**config.mk**
```make
export PLATFORM = sky130hd
export DESIGN_NAME = sdram_evt_sched
export DESIGN_NICKNAME = d
export VERILOG_FILES = /design/src/rtl/sdram_evt_pkg.sv /design/src/rtl/sdram_evt_ring.sv /design/src/rtl/sdram_evt_sched.sv
export SDC_FILE = /design/constraint.sdc
export NUM_CORES = 1
export LEC_CHECK = 0
export ABC_AREA = 1
export ABC_CLOCK_PERIOD_IN_PS = 3900
export CAP_MARGIN = 0
export CELL_PAD_IN_SITES_DETAIL_PLACEMENT = 0
export CELL_PAD_IN_SITES_GLOBAL_PLACEMENT = 1
export CORE_UTILIZATION = 41
export CTS_CLUSTER_SIZE = 24
export DETAILED_ROUTE_END_ITERATION = 10
export PLACE_DENSITY = 0.84
export SLEW_MARGIN = 15
export SYNTH_ARGS = -nofsm -noshare
export SYNTH_HDL_FRONTEND = slang
export SYNTH_SLANG_ARGS = --single-unit
```
**constraint.sdc**
```tcl
create_clock -name clk -period 3.9 [get_ports clk]
set_clock_uncertainty 0.05 [all_clocks]
set_input_delay 0.39 -clock clk [delete_from_list [all_inputs] [get_ports clk]]
set_output_delay 0.39 -clock clk [all_outputs]
set_load 0.005 [all_outputs]
```
**src/rtl/sdram_evt_pkg.sv**
```systemverilog
// Shared definitions for the SDRAM event scheduler: FSM state encoding, event geometry
// and address-field widths.
package sdram_evt_pkg;

  localparam int unsigned BURST_WORDS = 256;  // words per event (half a row)
  localparam int unsigned BANK_W      = 2;
  localparam int unsigned ROW_W       = 13;
  localparam int unsigned COL_W       = 9;
  localparam int unsigned EVT_W       = 16;   // event index {bank, row, slot}
  localparam int unsigned EVT_CNT_W   = 17;   // 0..65536 stored events
  localparam int unsigned LVL_W       = 10;   // FIFO level / space width
  localparam int unsigned WCNT_W      = 10;   // ack counter, saturating
  localparam int unsigned TMO_W       = 10;
  localparam int unsigned TIMEOUT     = 1023; // req cycles before giving up

  localparam logic [EVT_CNT_W-1:0] EVT_MAX = 17'h10000;

  typedef enum logic [2:0] {
    StInit,
    StIdle,
    StWrq,
    StWbur,
    StWdone,
    StRrq,
    StRbur,
    StRdone
  } state_e;

endpackage

```
**src/rtl/sdram_evt_ring.sv**
```systemverilog
// Event ring bookkeeping: write/read pointers (wrap 65535 -> 0), stored-event count and
// full/empty flags. Advances are ignored when they would over- or under-run the ring.
//   clk, rst_n         clock, asynchronous active-low reset
//   wr_adv, rd_adv     one-cycle pulses: an event was written / consumed
//   wr_ptr, rd_ptr     event indices {bank, row, slot}
//   evt_count          stored events, ring_full / ring_empty derived from it
module sdram_evt_ring
  import sdram_evt_pkg::*;
#(
  parameter logic [EVT_W-1:0] PTR_INIT = '0
) (
  input  logic                 clk,
  input  logic                 rst_n,
  input  logic                 wr_adv,
  input  logic                 rd_adv,
  output logic [EVT_W-1:0]     wr_ptr,
  output logic [EVT_W-1:0]     rd_ptr,
  output logic [EVT_CNT_W-1:0] evt_count,
  output logic                 ring_full,
  output logic                 ring_empty
);

  logic [EVT_W-1:0]     wr_ptr_q, rd_ptr_q;
  logic [EVT_CNT_W-1:0] cnt_q;
  logic                 wr_ok, rd_ok;

  assign ring_full  = (cnt_q == EVT_MAX);
  assign ring_empty = (cnt_q == '0);
  assign wr_ok      = wr_adv && !ring_full;
  assign rd_ok      = rd_adv && !ring_empty;

  always_ff @(posedge clk or negedge rst_n) begin
    if (!rst_n) begin
      wr_ptr_q <= PTR_INIT;
      rd_ptr_q <= PTR_INIT;
      cnt_q    <= '0;
    end else begin
      if (wr_ok) wr_ptr_q <= wr_ptr_q + EVT_W'(1);
      if (rd_ok) rd_ptr_q <= rd_ptr_q + EVT_W'(1);
      if (wr_ok && !rd_ok)      cnt_q <= cnt_q + EVT_CNT_W'(1);
      else if (rd_ok && !wr_ok) cnt_q <= cnt_q - EVT_CNT_W'(1);
    end
  end

  assign wr_ptr    = wr_ptr_q;
  assign rd_ptr    = rd_ptr_q;
  assign evt_count = cnt_q;

endmodule

```
**src/rtl/sdram_evt_sched.sv**
```systemverilog
// Upstream scheduler for the SDRAM controller. Keeps a ring of 256-word events in SDRAM,
// issues one write or read burst at a time (write first), drives the burst address and
// gates the FIFO strobes from the controller ack windows.
//   clk, rst_n                    clock, asynchronous active-low reset
//   sdram_init_done               controller ready; low forces a return to init
//   sdram_wr_ack / sdram_rd_ack   controller data windows, one word per high cycle
//   wfifo_level / rfifo_space     write-FIFO fill, read-FIFO free space
//   evt_rd_en, rd_abort           readout permission, abort of the current read
//   wr_req, rd_req, rd_bstop      controller request / burst-stop
//   sdram_bank/row/col            address of the current burst
//   wfifo_rden, rfifo_wren        FIFO strobes, combinational from the acks
//   evt_count, ring_full/empty    ring occupancy
//   err_flag                      sticky timeout / short-write error
module sdram_evt_sched
  import sdram_evt_pkg::*;
#(
  parameter logic [EVT_W-1:0] PTR_INIT = '0
) (
  input  logic                 clk,
  input  logic                 rst_n,
  input  logic                 sdram_init_done,
  input  logic                 sdram_wr_ack,
  input  logic                 sdram_rd_ack,
  input  logic [LVL_W-1:0]     wfifo_level,
  input  logic [LVL_W-1:0]     rfifo_space,
  input  logic                 evt_rd_en,
  input  logic                 rd_abort,
  output logic                 wr_req,
  output logic                 rd_req,
  output logic                 rd_bstop,
  output logic [BANK_W-1:0]    sdram_bank,
  output logic [ROW_W-1:0]     sdram_row,
  output logic [COL_W-1:0]     sdram_col,
  output logic                 wfifo_rden,
  output logic                 rfifo_wren,
  output logic [EVT_CNT_W-1:0] evt_count,
  output logic                 ring_full,
  output logic                 ring_empty,
  output logic                 err_flag
);

  state_e            state_q, state_d;
  logic [TMO_W-1:0]  tmo_q, tmo_d;
  logic [WCNT_W-1:0] cnt_q, cnt_d, cnt_inc;
  logic              abort_q, abort_d;
  logic              bstop_q, bstop_d;
  logic              err_q, err_d;
  logic              wr_adv, rd_adv, load_wr, load_rd, aborting;
  logic [EVT_W-1:0]  wr_ptr, rd_ptr, addr_src;

  sdram_evt_ring #(
    .PTR_INIT (PTR_INIT)
  ) u_ring (
    .clk        (clk),
    .rst_n      (rst_n),
    .wr_adv     (wr_adv),
    .rd_adv     (rd_adv),
    .wr_ptr     (wr_ptr),
    .rd_ptr     (rd_ptr),
    .evt_count  (evt_count),
    .ring_full  (ring_full),
    .ring_empty (ring_empty)
  );

  assign cnt_inc  = (cnt_q == '1) ? cnt_q : cnt_q + WCNT_W'(1);
  // Once an abort is seen the rest of the read burst is dropped, including the abort cycle.
  assign aborting = rd_abort || abort_q;

  always_comb begin
    state_d    = state_q;
    tmo_d      = tmo_q;
    cnt_d      = cnt_q;
    abort_d    = abort_q;
    bstop_d    = 1'b0;
    err_d      = err_q;
    wr_adv     = 1'b0;
    rd_adv     = 1'b0;
    load_wr    = 1'b0;
    load_rd    = 1'b0;
    wr_req     = 1'b0;
    rd_req     = 1'b0;
    wfifo_rden = 1'b0;
    rfifo_wren = 1'b0;

    if ((state_q == StRrq || state_q == StRbur) && rd_abort) begin
      abort_d = 1'b1;
      bstop_d = !abort_q;
    end

    unique case (state_q)
      StInit: begin
        if (sdram_init_done) state_d = StIdle;
      end
      StIdle: begin
        tmo_d   = '0;
        cnt_d   = '0;
        abort_d = 1'b0;
        if (wfifo_level >= LVL_W'(BURST_WORDS) && !ring_full) begin
          state_d = StWrq;
          load_wr = 1'b1;
        end else if (evt_rd_en && !ring_empty && rfifo_space >= LVL_W'(BURST_WORDS)) begin
          state_d = StRrq;
          load_rd = 1'b1;
        end
      end
      StWrq: begin
        wfifo_rden = sdram_wr_ack;
        if (sdram_wr_ack) begin
          cnt_d   = WCNT_W'(1);
          state_d = StWbur;
        end else begin
          wr_req = 1'b1;
          if (tmo_q == TMO_W'(TIMEOUT - 1)) begin
            err_d   = 1'b1;
            state_d = StIdle;
          end else begin
            tmo_d = tmo_q + TMO_W'(1);
          end
        end
      end
      StWbur: begin
        wfifo_rden = sdram_wr_ack;
        if (sdram_wr_ack) cnt_d = cnt_inc;
        else              state_d = StWdone;
      end
      StWdone: begin
        if (cnt_q != WCNT_W'(BURST_WORDS)) err_d = 1'b1;
        wr_adv  = 1'b1;
        state_d = StIdle;
      end
      StRrq: begin
        rfifo_wren = sdram_rd_ack && !aborting;
        if (sdram_rd_ack) begin
          cnt_d   = WCNT_W'(1);
          state_d = StRbur;
        end else begin
          rd_req = 1'b1;
          if (tmo_q == TMO_W'(TIMEOUT - 1)) begin
            err_d   = 1'b1;
            state_d = StIdle;
          end else begin
            tmo_d = tmo_q + TMO_W'(1);
          end
        end
      end
      StRbur: begin
        rfifo_wren = sdram_rd_ack && !aborting && (cnt_q < WCNT_W'(BURST_WORDS));
        if (sdram_rd_ack) cnt_d = cnt_inc;
        else              state_d = StRdone;
      end
      StRdone: begin
        rd_adv  = 1'b1;
        state_d = StIdle;
      end
      default: state_d = StInit;
    endcase

    // Controller lost init: abandon whatever is in flight, pointers untouched.
    if (!sdram_init_done) state_d = StInit;
  end

  assign addr_src = load_wr ? wr_ptr : rd_ptr;

  always_ff @(posedge clk or negedge rst_n) begin
    if (!rst_n) begin
      state_q    <= StInit;
      tmo_q      <= '0;
      cnt_q      <= '0;
      abort_q    <= 1'b0;
      bstop_q    <= 1'b0;
      err_q      <= 1'b0;
      sdram_bank <= '0;
      sdram_row  <= '0;
      sdram_col  <= '0;
    end else begin
      state_q <= state_d;
      tmo_q   <= tmo_d;
      cnt_q   <= cnt_d;
      abort_q <= abort_d;
      bstop_q <= bstop_d;
      err_q   <= err_d;
      if (load_wr || load_rd) begin
        sdram_bank <= addr_src[EVT_W-1 -: BANK_W];
        sdram_row  <= addr_src[ROW_W:1];
        sdram_col  <= {addr_src[0], 8'b0};
      end
    end
  end

  assign rd_bstop = bstop_q;
  assign err_flag = err_q;

endmodule

```
==> results of run 1 <==
==> state kept, by name, indices dropped and copies added, names as in the netlist, 2 cells and up <==
register          count
sdram_row            13
u_ring.wr_ptr        16
state_q               3
u_ring.rd_ptr        16
u_ring.evt_count     17
tmo_q                10
sdram_bank            2
cnt_q                10
==> metal layers <==
| metal | GRT usage, % | wire length [µm] | vias up |
|---|---|---|---|
| li1 | - | - | 2664 |
| met5 | 0 | 0 | - |
| met2 | 32.29 | 6228 | 89 |
| met3 | 2.736 | 401 | 22 |
| met1 | 28.04 | 6539 | 2406 |
| met4 | 10.11 | 362 | 0 |
==> final cells by class <==
| type | instances | area (µm²) | area share [%] |
|---|---|---|---|
| multi-input cells | 610 | 3097 | 45.88 |
| flip-flops and latches | 91 | 2277 | 33.74 |
| repair buffers | 56 | 545.5 | 8.083 |
| inverters | 81 | 304.0 | 4.505 |
| clock buffers | 12 | 256.5 | 3.801 |
| well taps | 176 | 220.2 | 3.263 |
| clock inverters | 4 | 48.80 | 0.7230 |
==> worst register-to-register path, cell delays in order, from the launching register on <==
cell     delay [ns]
dfrtp_1        0.41
nor2_1         0.11
nand2_1        0.09
nor2_1         0.17
nand3_1        0.20
nand2_1        0.15
inv_2          0.04
ha_1           0.26
inv_1          0.43
ha_1           0.38
a21oi_1        0.15
o21ai_0        0.20
nand2_1        0.11
nand2_1        0.10
or2_2          0.28
nand3_1        0.07
nand2_1        0.06
==> metrics by stage <==
stage / util (%) / power [mW] / hold WS, ns / std cells
global route: 49.97 / 4.973 / 0.2252 / 1030
CTS: 49.97 / 4.541 / 0.1818 / 1030
global placement: 47.71 / 3.581 / 0.3964 / 1014
finish: 49.97 / 4.516 / 0.1382 / 1030
floorplan: - / 2.968 / 0.04441 / 802
detailed placement: 47.71 / 3.613 / 0.4024 / 1014
==> layout by cell type (no fill, tap or decap), types with 2 or more instances in the layout <==
cell	instances
or2_2	7
o21ai_0	55
nand4_1	13
clkbuf_8	2
nor3_1	21
o31ai_1	7
clkdlybuf4s50_1	50
nand2_2	3
ha_1	22
nand3b_1	9
buf_4	6
inv_2	8
a21oi_1	25
nor2_1	61
nand2_1	261
xnor2_1	13
nor4_1	3
nor2_2	3
clkbuf_16	9
xor2_1	29
dfrtp_1	91
o21a_1	3
inv_1	73
o21ai_1	9
conb_1	8
nand3_1	49
clkinv_2	2
==> power breakdown <==
group	leakage [nW]	switching [mW]	internal, mW
sequential	1.23	0.190	1.10
clock	0.153	0.380	0.531
combinational	1.72	1.44	0.869
==> synthesized netlist by cell type, drive strengths merged (4+ instances only) <==
library cell	n	area share, %
nand2	264	17
clkbuf	4	0.26
o21ai	64	5.6
or2	7	0.76
nand3	50	4.4
buf	16	1.8
nand4	13	1.4
nor3	22	2.0
nand3b	9	1.2
nor2	65	4.5
ha	22	4.8
xnor2	13	2.0
dfrtp	91	39
a21oi	26	2.5
xor2	29	4.4
inv	81	5.3
o31ai	7	0.91
==> path summary, 6_finish.rpt <==
| check | end | start | slack [ns] |
|---|---|---|---|
| worst min register to register | rd_bstop | abort_q | 0.41 |
| worst max-delay path | u_ring.evt_count[8] | u_ring.evt_count[15] | 0.52 |
| max in group asynchronous | u_ring.rd_ptr[6] | rst_n | 2.79 |
| worst min-delay path | u_ring.wr_ptr[12] | rst_n | 0.14 |
| worst max register to register | u_ring.evt_count[8] | u_ring.evt_count[15] | 0.52 |
| min in group clk | rd_bstop | abort_q | 0.41 |
==> kinds of logic (layout without fill, tap and decap cells) <==
group,Yosys count,after routing
adder cells (fa/ha/maj),23,23
buffers and inverters,101,153
other,1,8
AND/OR/NAND/NOR,434,434
XOR/XNOR,42,42
flip-flops,91,91
AO/OA/AOI/OAI,103,103
==> results.txt, run 1 <==
cell row count: 42
instance count on the critical path: 16
CP dominant cell by count: nand2_1
Synth Area in Simple Gates: 31.99%
critical path class: register to register
largest delay contributor family on the critical path: simple AND/OR/NAND/NOR gates
Req. time, crit path: 4.08 ns
worst setup margin: 0.5210 ns
mux share of post-synthesis cell area: 0%
run status: completed
Worst Reg-to-Reg Cells: 16
clock slew at the register clock pins of the worst setup and hold paths: 0.07 ns
ANT cells: 0
vias per inst: 5.030
Hold Vio Cnt, Final: 0
actual slew at the worst max-slew pin: 1.083 ns
VDD IR max: 408.5 µV
Max Slew Vio Count: 0
register area share after synthesis: 39.47%
DP Area: 6444 µm²
Port Buf Inserts: 51
# clock sinks: 91
share of cells above drive strength 1: 5.386%
GRT overflow: 0
Bufs and invs on worst path: 2
fraction of synthesized cell area in xor and xnor cells: 6.376%
largest family of logic cells by synthesized area: simple AND/OR/NAND/NOR gates
Die Width: 120.6 µm
CP max stage delay: 0.43 ns
YS warnings: 0
PwrDens: 669.1 nW/µm²
synthesized-area fraction occupied by adder cells: 5.118%
setup TNS: 0 ns
Hold Crit Class: input port to asynchronous set/reset pin
Final min period: 3.379 ns
Overall Global Routing Usage: 20.63%
DRT Pass-1 Iters: 5
DRC: 0
Max Clk Rate: 295.9 MHz
Initial Util: 42.72%
area of the mapped netlist: 5769 µm²
compound-cell area share of the yosys netlist: 9.673%
Post-synth EDFFs: 0
worst-path maximum fanout: 15
CTS H-tree depth: 3
Initial DRC Count: 242
core area: 13510 µm²
I/O pin cnt: 76
die height: 120.6 µm
CTS Hold Bufs: 0
pin count of the biggest net entering global routing: 74
Die ar.: 14550 µm²
dpl ws: 0.5348 ns
CTS tree: done
Resized cells post-CTS: 0
initial antenna violation count: 0
Wirelength per Cell: 13.14 µm
RSZ-0062 raised after global routing: no
Most used DFF post-synth: dfrtp_1
postcts setup bufs: 0
first-pass GRT wire length: 23780 µm
via count: 5181
Crit-path slowest cell: inv_1
Final nets: 899
ys async rst share: 100.0%
Clock Tree Root: clkbuf_16
total wire length: 13530 µm
number of global-route vias before repair: 5055
Fill cells: 1366
CP Capture Type: register
syn_area_per_cell: 7.257 µm²
worst rel slew slack: 27.61%
Leak: 3.106 nW
Area Overhead vs Synth: 16.98%
Final ANT Viol Nets: 0
Final Cycle Share: 86.64%
max-cap violations: 0
setup violators final: 0
CP cell instances: nor2_1, nand2_1, nor2_1, nand3_1, nand2_1, inv_2, ha_1, inv_1, ha_1, a21oi_1, o21ai_0, nand2_1, nand2_1, or2_2, nand3_1, nand2_1
Yosys reg bits: 91
Worst Path Arrival: 3.56 ns
Max Buffers Root-to-Sink: 2
TritonCTS Buffers: 9
Placer Congestion: 0.9020
Mapped Cells: 795
final instance area: 6749 µm²
Clock Latency Late Sink: 0.35 ns
Cell variety after synth: 35
critical path launch point type: register
post-DP HPWL: 10030 µm
Power figures use the tool's default switching activity.
==> run 2, diff against run 1 <==
--- a/config.mk
+++ b/config.mk
@@ -14,6 +14,7 @@
 export CTS_CLUSTER_SIZE = 24
 export DETAILED_ROUTE_END_ITERATION = 10
 export PLACE_DENSITY = 0.84
+export REMOVE_ABC_BUFFERS = 1
 export SLEW_MARGIN = 15
 export SYNTH_ARGS = -nofsm -noshare
 export SYNTH_HDL_FRONTEND = slang
==> results.txt, run 2 (synthesized netlist as in run 1, its figures left out) <==
run status: completed
power share of the combinational group: 51.4%
Largest register FFs: 17
Bufs and invs on worst path: 3
setup TNS: 0 ns
setup violators final: 0
cell row count: 42
Clock Latency Late Sink: 0.35 ns
Area Overhead vs Synth: 17.07%
Worst Path Arrival: 3.63 ns
Max Buffers Root-to-Sink: 2
share of cells above drive strength 1: 5.510%
worst rel slew slack: 30.92%
core area: 13510 µm²
Leak: 3.103 nW
P_sw: 2.017 mW
ANT cells: 0
Final ANT Viol Nets: 0
pin count of the biggest net entering global routing: 67
placed cell count: 1013
I/O pin cnt: 76
critical path launch point type: register
CP max stage delay: 0.52 ns
Die Width: 120.6 µm
CTS Hold Bufs: 0
Final nets: 898
Flop pwr share: 28.4%
final cell count without fillers: 1029
first-pass GRT wire length: 23080 µm
clock share of power: 20.2%
Die ar.: 14550 µm²
Hold Crit Class: input port to asynchronous set/reset pin
actual slew at the worst max-slew pin: 1.033 ns
Initial DRC Count: 264
Placer Congestion: 0.8948
CTS tree: done
CP dominant cell by count: nand2_1
clock slew at the register clock pins of the worst setup and hold paths: 0.06 ns
die height: 120.6 µm
Port Buf Inserts: 51
Hold Vio Cnt, Final: 0
Clock Tree Root: clkbuf_16
CP cell instances: inv_2, nor3_2, nand2_1, inv_2, ha_1, clkinvlp_4, ha_1, a21oi_1, o21a_1, nand2_1, or2_2, nand3_1, nand2_1
Fill cells: 1307
CTS H-tree depth: 3
PwrDens: 671.4 nW/µm²
Crit-path slowest cell: dfrtp_1
# clock sinks: 91
switching portion of total power: 44.47%
Max Slew Vio Count: 0
Int Power: 2.518 mW
VDD IR max: 411.2 µV
Final Cycle Share: 88.31%
vias per inst: 4.970
Req. time, crit path: 4.09 ns
number of global-route vias before repair: 4761
TritonCTS Buffers: 9
initial antenna violation count: 0
postcts setup bufs: 0
post-DP HPWL: 10310 µm
Final min period: 3.444 ns
Max Clk Rate: 290.4 MHz
flop-to-flop setup slack: 0.46 ns
Initial Util: 42.72%
Overall Global Routing Usage: 20.11%
total wire length: 13570 µm
CP Capture Type: register
most common cell after layout, fill and taps aside: nand2_1
Wirelength per Cell: 13.19 µm
DRT Pass-1 Iters: 4
Resized cells post-CTS: 0
GRT overflow: 0
DRC: 0
worst-path maximum fanout: 15
most frequent cells in the layout: 261 x nand2_1, 91 x dfrtp_1, 72 x inv_1
RSZ-0062 raised after global routing: no
largest delay contributor family on the critical path: simple AND/OR/NAND/NOR gates
via count: 5114
critical path class: register to register
max-cap violations: 0
[run 2: changes by cell type in the layout (fill, tap and decap cells not counted), sizes merged]
| cell | previous run | this run |
|---|---|---|
| buf | 6 | 5 |
| clkinv | 3 | 2 |
| clkinvlp | 0 | 2 |
| inv | 81 | 80 |
[run 2: worst paths after layout]
check	to	cells past startpoint	startpoint
max	u_ring.evt_count[8]	13	state_q[2]
min	u_ring.rd_ptr[5]	1	rst_n
max reg2reg	u_ring.evt_count[8]	13	state_q[2]
min reg2reg	rd_bstop	1	abort_q
max in group asynchronous	sdram_col[8]	2	rst_n
min in group clk	rd_bstop	1	abort_q
[run 2: layer usage]
| layer | wire length (µm) | share of wire (%) | GRT usage [%] | vias to the layer above |
|---|---|---|---|---|
| met3 | 422 | 3.1 | 2.830 | 13 |
| met1 | 6425 | 47 | 26.64 | 2368 |
| met4 | 263 | 1.9 | 8.333 | 0 |
| li1 | - | - | - | 2659 |
| met5 | 0 | 0 | 0 | - |
| met2 | 6460 | 48 | 32.94 | 74 |
[run 2: final cells by class]
cell class | count | area, µm² | area share [%]
Multi-Input combinational cell | 610 | 3097 | 45.85
Sequential cell | 91 | 2277 | 33.72
Timing Repair Buffer | 55 | 538.0 | 7.966
Inverter | 81 | 307.8 | 4.557
Clock buffer | 12 | 266.5 | 3.946
Tap cell | 176 | 220.2 | 3.260
Clock inverter | 4 | 47.55 | 0.7040
[run 2: metrics by stage]
step	instance area [µm²]	setup WS, ns	power [mW]	util (%)	hold WS, ns
after detailed placement	6436	0.3437	3.624	47.66	0.4086
after global placement	6436	0.4102	3.590	47.66	0.4051
final	6754	0.4561	4.534	50.01	0.08615
after CTS	6750	0.3277	4.558	49.98	0.1528
after global routing	6754	0.001528	4.937	50.01	0.1753
after floorplan	5678	0.8909	2.911	-	0.04441
[run 2: power by group through the flow]
stage	registers [mW]	clock network [mW]	logic, mW
global placement	1.30	0	2.29
global route	1.32	0.974	2.64
finish	1.29	0.914	2.33
detailed placement	1.31	0	2.32
CTS	1.29	0.938	2.33
floorplan	1.27	0	1.64
